File: src/rtl/reg_arb_pkg.sv
// Shared types and default constants for the register-bank access arbiter.
// Command fields are sized for the widest supported configuration.
package reg_arb_pkg;

  localparam int DEF_NUM_REQ     = 2;
  localparam int DEF_ADDR_W      = 8;
  localparam int DEF_REG_W       = 8;
  localparam int DEF_TIMEOUT_CYC = 15;

  localparam int MAX_NUM_REQ = 8;
  localparam int MAX_ADDR_W  = 32;
  localparam int MAX_REG_W   = 32;
  localparam int GRANT_W     = $clog2(MAX_NUM_REQ);

  typedef enum logic [1:0] {
    IDLE   = 2'd0,
    ACCESS = 2'd1,
    RESP   = 2'd2
  } arb_state_t;

  typedef struct packed {
    logic                  wr_rdn;
    logic [MAX_ADDR_W-1:0] addr;
    logic [MAX_REG_W-1:0]  wdata;
    logic [GRANT_W-1:0]    grant;
  } arb_cmd_t;

endpackage

File: src/rtl/rr_arbiter.sv
// Combinational round-robin selector: first set request at or after ptr,
// searching upward with wrap; returns one-hot grant and binary index.
module rr_arbiter #(
  parameter int  N  = 2,
  localparam int IW = (N > 1) ? $clog2(N) : 1
) (
  input  logic [N-1:0]  req,
  input  logic [IW-1:0] ptr,
  output logic [N-1:0]  gnt,
  output logic [IW-1:0] idx,
  output logic          any
);

  logic [IW-1:0] cand;

  always_comb begin
    gnt  = '0;
    idx  = '0;
    any  = 1'b0;
    cand = '0;
    for (int i = 0; i < N; i++) begin
      cand = IW'((int'(ptr) + i) % N);
      if (!any && req[cand]) begin
        any       = 1'b1;
        gnt[cand] = 1'b1;
        idx       = cand;
      end
    end
  end

endmodule

File: src/rtl/reg_access_arbiter.sv
// Round-robin arbiter sharing one register-bank port between NUM_REQ requesters.
// Define REG_ACCESS_ARB_TIMEOUT_EN to terminate accesses after TIMEOUT_CYC cycles without ack.
module reg_access_arbiter
  import reg_arb_pkg::*;
#(
  parameter int NUM_REQ     = DEF_NUM_REQ,
  parameter int ADDR_W      = DEF_ADDR_W,
  parameter int REG_W       = DEF_REG_W,
  parameter int TIMEOUT_CYC = DEF_TIMEOUT_CYC
) (
  input  logic                      clk,
  input  logic                      rstb,
  input  logic [NUM_REQ-1:0]        req_valid,
  input  logic [NUM_REQ-1:0]        req_wr_rdn,
  input  logic [NUM_REQ*ADDR_W-1:0] req_addr,
  input  logic [NUM_REQ*REG_W-1:0]  req_wdata,
  output logic [NUM_REQ-1:0]        req_ready,
  output logic [NUM_REQ-1:0]        rsp_valid,
  output logic [REG_W-1:0]          rsp_rdata,
  output logic                      rsp_err,
  output logic                      bank_ena,
  output logic                      bank_wr_rdn,
  output logic                      bank_we,
  output logic [ADDR_W-1:0]         bank_addr,
  output logic [REG_W-1:0]          bank_wdata,
  input  logic [REG_W-1:0]          bank_rdata,
  input  logic                      bank_ack,
  input  logic                      bank_err
);

  localparam int IW = $clog2(NUM_REQ);

  arb_state_t        state_reg;
  arb_cmd_t          cmd_reg;
  logic [IW-1:0]     rr_ptr_reg;
  logic [REG_W-1:0]  rsp_rdata_reg;
  logic              rsp_err_reg;

  logic [NUM_REQ-1:0] win_gnt;
  logic [IW-1:0]      win_idx;
  logic               win_any;
  logic [IW-1:0]      grant_idx;
  logic               in_access;
  logic               cmd_unused;

  logic [ADDR_W-1:0] addr_arr  [NUM_REQ];
  logic [REG_W-1:0]  wdata_arr [NUM_REQ];

  for (genvar gi = 0; gi < NUM_REQ; gi++) begin : g_unpack
    assign addr_arr[gi]  = req_addr[gi*ADDR_W +: ADDR_W];
    assign wdata_arr[gi] = req_wdata[gi*REG_W +: REG_W];
  end

  rr_arbiter #(.N(NUM_REQ)) u_rr (
    .req (req_valid),
    .ptr (rr_ptr_reg),
    .gnt (win_gnt),
    .idx (win_idx),
    .any (win_any)
  );

`ifdef REG_ACCESS_ARB_TIMEOUT_EN
  localparam int CNT_W = $clog2(TIMEOUT_CYC + 1);
  logic [CNT_W-1:0] cnt_reg;
`else
  localparam int TIMEOUT_UNUSED = TIMEOUT_CYC;
`endif

  assign grant_idx  = cmd_reg.grant[IW-1:0];
  // Only the low ADDR_W/REG_W/IW bits of the wide command fields carry data.
  assign cmd_unused = ^cmd_reg;

  always_ff @(posedge clk or negedge rstb) begin
    if (!rstb) begin
      state_reg     <= IDLE;
      cmd_reg       <= '0;
      rr_ptr_reg    <= '0;
      rsp_rdata_reg <= '0;
      rsp_err_reg   <= 1'b0;
`ifdef REG_ACCESS_ARB_TIMEOUT_EN
      cnt_reg       <= '0;
`endif
    end else begin
      case (state_reg)
        IDLE: begin
          if (win_any) begin
            cmd_reg.wr_rdn <= req_wr_rdn[win_idx];
            cmd_reg.addr   <= MAX_ADDR_W'(addr_arr[win_idx]);
            cmd_reg.wdata  <= MAX_REG_W'(wdata_arr[win_idx]);
            cmd_reg.grant  <= GRANT_W'(win_idx);
            state_reg      <= ACCESS;
`ifdef REG_ACCESS_ARB_TIMEOUT_EN
            cnt_reg        <= '0;
`endif
          end
        end
        ACCESS: begin
          // A late ack still wins over the timeout in the same cycle.
          if (bank_ack) begin
            rsp_rdata_reg <= cmd_reg.wr_rdn ? '0 : bank_rdata;
            rsp_err_reg   <= bank_err;
            state_reg     <= RESP;
          end
`ifdef REG_ACCESS_ARB_TIMEOUT_EN
          else if (cnt_reg == CNT_W'(TIMEOUT_CYC - 1)) begin
            rsp_rdata_reg <= '0;
            rsp_err_reg   <= 1'b1;
            state_reg     <= RESP;
          end else begin
            cnt_reg <= cnt_reg + 1'b1;
          end
`endif
        end
        RESP: begin
          rr_ptr_reg <= (grant_idx == IW'(NUM_REQ - 1)) ? '0 : grant_idx + 1'b1;
          state_reg  <= IDLE;
        end
        default: state_reg <= IDLE;
      endcase
    end
  end

  assign in_access   = (state_reg == ACCESS);
  assign bank_ena    = in_access;
  assign bank_wr_rdn = in_access & cmd_reg.wr_rdn;
  assign bank_we     = in_access & cmd_reg.wr_rdn;
  assign bank_addr   = in_access ? cmd_reg.addr[ADDR_W-1:0] : '0;
  assign bank_wdata  = in_access ? cmd_reg.wdata[REG_W-1:0] : '0;

  // Acceptance is masked while reset is held so every output reads 0 in reset.
  assign req_ready = ((state_reg == IDLE) && rstb) ? win_gnt : '0;

  for (genvar gi = 0; gi < NUM_REQ; gi++) begin : g_rsp
    assign rsp_valid[gi] = (state_reg == RESP) && (grant_idx == IW'(gi));
  end

  assign rsp_rdata = rsp_rdata_reg;
  assign rsp_err   = rsp_err_reg;

endmodule
File: config.mk
export PLATFORM = sky130hd
export DESIGN_NAME = reg_access_arbiter
export DESIGN_NICKNAME = d
export VERILOG_FILES = /design/src/rtl/reg_arb_pkg.sv /design/src/rtl/rr_arbiter.sv /design/src/rtl/reg_access_arbiter.sv
export SDC_FILE = /design/constraint.sdc
export NUM_CORES = 1
export LEC_CHECK = 0
export BUFFER_PORTS_ARGS = -buffer_cell sky130_fd_sc_hd__buf_2
export CAP_MARGIN = 20
export CORE_ASPECT_RATIO = 1.2
export CORE_MARGIN = 3
export CORE_UTILIZATION = 41
export CTS_CLUSTER_DIAMETER = 120
export DETAILED_ROUTE_END_ITERATION = 16
export PLACE_DENSITY = 0.88
export SLEW_MARGIN = 30
export SYNTH_ARGS = -nofsm -noshare
export SYNTH_HDL_FRONTEND = slang
export SYNTH_SLANG_ARGS = --single-unit
File: constraint.sdc
create_clock -name clk -period 1.17 [get_ports clk]
set_input_delay 0.1755 -clock clk [delete_from_list [all_inputs] [get_ports clk]]
set_output_delay 0.1755 -clock clk [all_outputs]
set_load 0.01 [all_outputs]
Yosys cells after proc, flatten, opt, wreduce, memory -nomap -nowiden. Index checks and enable logic that the tools add are counted. W data, S select, Z words.

Reduce and logical (&&, ||, !) cells: 11. Multiplexer cells: 30. $add $sub $neg: 2. Bitwise gates (word level): 4. Order comparisons: 6. Equal/unequal tests: 4.

Operators by type and width (count): $mux W8 (9); $mux W1 (13); $mux W2 (5); $logic_and A1 B1 Y1 (6); $lt A1 B2 Y1 const B (3); $reduce_and A2 Y1 (3); $pmux W2 S2 (1); $add A1 B1 Y1 const B (2); $demux W1 S1 (2); $eq A2 B1 Y1 const B (1); $eq A2 B2 Y1 const B (1); $ge A1 B1 Y1 const B (2); $ge A2 B2 Y1 const B (1); $logic_not A2 Y1 (1); $ne A2 B1 Y1 const B (1); $ne A2 B2 Y1 const B (1); $not A1 Y2 (1); $or A2 B2 Y2 (1); $and A1 B1 Y1 (1); $logic_not A1 Y1 (1); $not A1 Y1 (1).

Bits in registers: 30. Logic and storage cells: 65. Output and inout port bits: 32.

Depth between registers and ports, before layout.
Word-level depth: 10. Mapped depth: 6.

Hierarchy. A second synthesis with hierarchy kept.

Cells, all modules: 125. Area, all modules: 1665.3 um^2.

Modules (own cells, without submodules): reg_access_arbiter (sequential area each 750.7 um^2, times used 1, cells an instance 120, area each 1632.8 um^2); rr_arbiter (sequential area each 0.0 um^2, times used 1, cells an instance 5, area each 32.5 um^2).

Worst setup path before layout. Ideal clock, no wire load.

Path kind: register to output. Start point: register state_reg[0]. End point: output bank_addr[1]. Buffers on the path: 1. Arrival time: 1.178 ns. Cell stages (with the launch flop): 5. Setup slack: -0.183 ns. Path through: dfrtp_1 inv_2 nor2_1 clkbuf_1 and2_1.

Longest elaborated chain between the ends: 2.

Ends and longest elaborated chain: start, declared (RTL line reg_access_arbiter.sv:33) `arb_state_t state_reg;`; start signal, assigned (RTL line reg_access_arbiter.sv:75) `state_reg <= IDLE;`; start signal, assigned (RTL line reg_access_arbiter.sv:91) `state_reg <= ACCESS;`; start signal, assigned (RTL line reg_access_arbiter.sv:102) `state_reg <= RESP;`; $eq A2 B1 Y1 (RTL line reg_access_arbiter.sv:123) `assign in_access = (state_reg == ACCESS);`; net bank_ena (RTL line reg_access_arbiter.sv:21) `output logic bank_ena,`; $mux W8 (RTL line reg_access_arbiter.sv:127) `assign bank_addr = in_access ? cmd_reg.addr[ADDR_W-1:0] : '0;`; end, declared (RTL line reg_access_arbiter.sv:24) `output logic [ADDR_W-1:0] bank_addr,`.

The timed path passes the listed nets, and every way through them passes these cells.

Worst setup path after layout.
Start point: register state_reg[0]. End point: output bank_addr[6].

Longest elaborated chain between the ends: 2.

Ends and longest elaborated chain (RTL line): $eq A2 B1 Y1 (reg_access_arbiter.sv:123); $mux W8 (reg_access_arbiter.sv:127).

Every way passes these cells.

==> flow_summary_export.csv <==
group,metric,value,unit
final_layout,nFillCells,222,
global_route,grt_usage,0.254,
timing,finalCriticalPeriod,1550,ps
floorplanning,num_rows,24,
routing,drt.antenna.violating_nets,0,
power_and_ir_drop,max-vdd-ir-drop,1.11,mV
synthesis,synth_cell_types,27,
synthesis,synthCells,179,
clock_tree,cts_max_level,2,
timing,relSlewSlack,0.652,
synthesis,yosys_warnings,0,
setup_path,criticalPathCategory,"reg -> out",
setup_path,r2r-start,"state_reg[1]$_DFFE_PN0P_",
global_route,grt_pass1_wl,9100,µm
placed_design,place_ws,-126,ps
clock_tree,clkTransAtPathRegs,70,ps
synthesis,yosysTopAreaCellShare,0.462,
clock_tree,numClockSinks,30,
setup_path,crit_fanout,5,
setup_path,endpoint_kind,"primary output",
synthesis,synth-seq-cells,30,
timing,hold_viol,0,
final_layout,num-nets-final,333,
clock_tree,clockBufferDepth,2,
power_and_ir_drop,seqPwrFrac,0.238,
synthesis,seq_area_frac_synth,0.462,
power_and_ir_drop,leakagePower,1.33,nW
clock_tree,cts_tree,"yes",
synthesis,syn_nets,227,
placed_design,portBuffers,79,
routing,vias,1936,
synthesis,syn_area_per_cell,9.08,µm²
floorplanning,die_area,4760,µm²
timing,setup_tns,-10840,ps
run,cap_violations,0,
final_layout,drive_above_1_share,0.626,
timing,fin_hold_ws,139,ps
timing,slew_viol_final,0,
floorplanning,core_region_area,3720,µm²
power_and_ir_drop,p_int,5.09,mW
timing,skew,3.85,ps
status,outcome,"finished, violations left",
global_route,grt_pass1_vias,1941,
setup_path,arrival,1380,ps
placed_design,gp_congestion,0.795,
routing,drtPass1Iterations,5,
global_route,overflow,0,
floorplanning,fp.dieH,75.0,µm
timing,setup_viol,51,
final_layout,antenna_cells,0,
routing,routedWlPerCell,19.9,µm
placed_design,dp_hpwl,3290,µm
setup_path,start_kind,"flip-flop",
final_layout,final_cell_mix,"buf_2, buf_6, dfrtp_1",
final_layout,final_common_cell,"buf_2",
power_and_ir_drop,pwr-share-comb,0.596,
routing,drc,0,
global_route,grt_max_degree,31,
min_path,hold_class,"in -> reg",
power_and_ir_drop,power.density,2880,nW/µm²
status,violations,"setup timing",
global_route,antenna_found_initial,0,
power_and_ir_drop,finalPower,8.07,mW
routing,drt_iter0_markers,174,
timing,clock.fmax,644,MHz
floorplanning,initial_core_util,0.436,
floorplanning,die_x,63.5,µm
timing,period_share,1.33,
timing,finalWorstSetupSlack,-382,ps
min_path,hp-start,"bank_rdata[1]",
routing,routed_wl,6720,µm
power_and_ir_drop,sw_frac_of_total,0.369,
synthesis,ys_top_cells_by_area,"dfrtp_1, a31oi_2, o21ai_0, and2_1, a21oi_1",
clock_tree,clkLatencyLatePin,290,ps
routing,viasPerCell,5.73,
final_layout,area_delta_synth_final,72.6,%
floorplanning,io_pins,80,
power_and_ir_drop,pwr-share-clk,0.166,
final_layout,largest_reg_flops,18,
timing,rsz0062_at_grt,"true",
setup_path,crit_start,"state_reg[0]$_DFFE_PN0P_",
clock_tree,cts_root_buf,"clkbuf_8",
setup_path,cp.required,990,ps
synthesis,syn-cell-area,1630,µm²
power_and_ir_drop,p_sw,2.98,mW
timing,worstMarginPinSlew,521,ps
clock_tree,cts_buffers,5,
synthesis,post-synth-top-area-cell,"dfrtp_1",
power groups by stage:
stage	registers [mW]	logic (mW)	clock network, mW
after floorplan	1.82	1.75	0
after global placement	1.80	2.72	0
after detailed placement	1.83	2.80	0
after CTS	1.83	4.18	1.32
after global routing	1.98	5.09	1.38
final	1.92	4.81	1.34
worst paths after layout:
check	end	slack [ps]	cells after the start
max in group asynchronous	state_reg[1]$_DFFE_PN0P_	370	3
hold reg to reg	rsp_rdata[4]$_DFFE_PN0P_	500	2
min in group asynchronous	rsp_rdata[6]$_DFFE_PN0P_	500	3
hold / removal	rsp_rdata[1]$_DFFE_PN0P_	140	3
setup reg to reg	rsp_err$_DFFE_PN0P_	-230	5
setup / recovery	bank_addr[6]	-380	6
kinds of logic (layout without fill, tap and decap cells):
kind of cell           after synthesis  in the layout  share of synthesized area
DFF                                 30             30                      0.462
buffers and inverters               22            126                     0.0701
and+or+nand+nor                     63             66                      0.212
AOI/OAI and AO/OA                   63             63                      0.249
muxes                                1              1                    0.00693
cells in the mapped netlist:
master and n:
nor2_1 3, a211oi_1 1, buf_2 4, dfrtp_1 30, buf_6 3, a21oi_1 18
inv_1 5, a31oi_1 7, a21o_1 1, and2_4 1, nor3_1 1, and2b_1 1
and2_1 17, and3_1 2, nand2b_1 9, buf_4 1, o21ai_1 2, nand3b_1 1
o21ai_0 24, nand3_1 18, mux2_2 1, a31oi_2 10, nand2_1 9, or2_1 1
buf_1 2, inv_2 1, clkbuf_1 6
routing by layer:
layer	share of wire	global-route usage
met1	0.34	0.265
met2	0.54	0.466
met3	0.077	0.0567
met4	0.041	0.163
met5	0	0
critical path, stage by stage, from the launching register on:
cell     delay, ps
dfrtp_1        370
inv_2           70
nor2_4         140
buf_6          160
buf_12         120
and2_4         130
buf_6          100
through the flow:
| step | utilization | area [µm²] | instances |
|---|---|---|---|
| after global routing | 0.753 | 2810 | 338 |
| final | 0.753 | 2810 | 338 |
| after CTS | 0.714 | 2660 | 336 |
| after floorplan | - | 1650 | 179 |
| after detailed placement | 0.575 | 2140 | 310 |
| after global placement | 0.575 | 2140 | 310 |
cell type report:
| type | count | area [µm²] | share of cell area |
|---|---|---|---|
| clock buffer | 6 | 82.6 | 0.0294 |
| inverter | 6 | 22.5 | 0.00803 |
| timing repair buffer | 112 | 885 | 0.315 |
| tap | 52 | 65.1 | 0.0232 |
| sequential | 30 | 752 | 0.268 |
| clock inverter | 2 | 60.1 | 0.0214 |
| multi-input combinational | 130 | 938 | 0.335 |
repair_timing:
item                                    CTS  global route
resized for setup                        62            40
buffers inserted                         10             4
hold endpoints to repair                 30             0
pin swaps                                26            10
hold buffers                              1             0
cloned                                    7             0
endpoints found under the setup margin   46            52
Power figures use the tool's default switching activity.
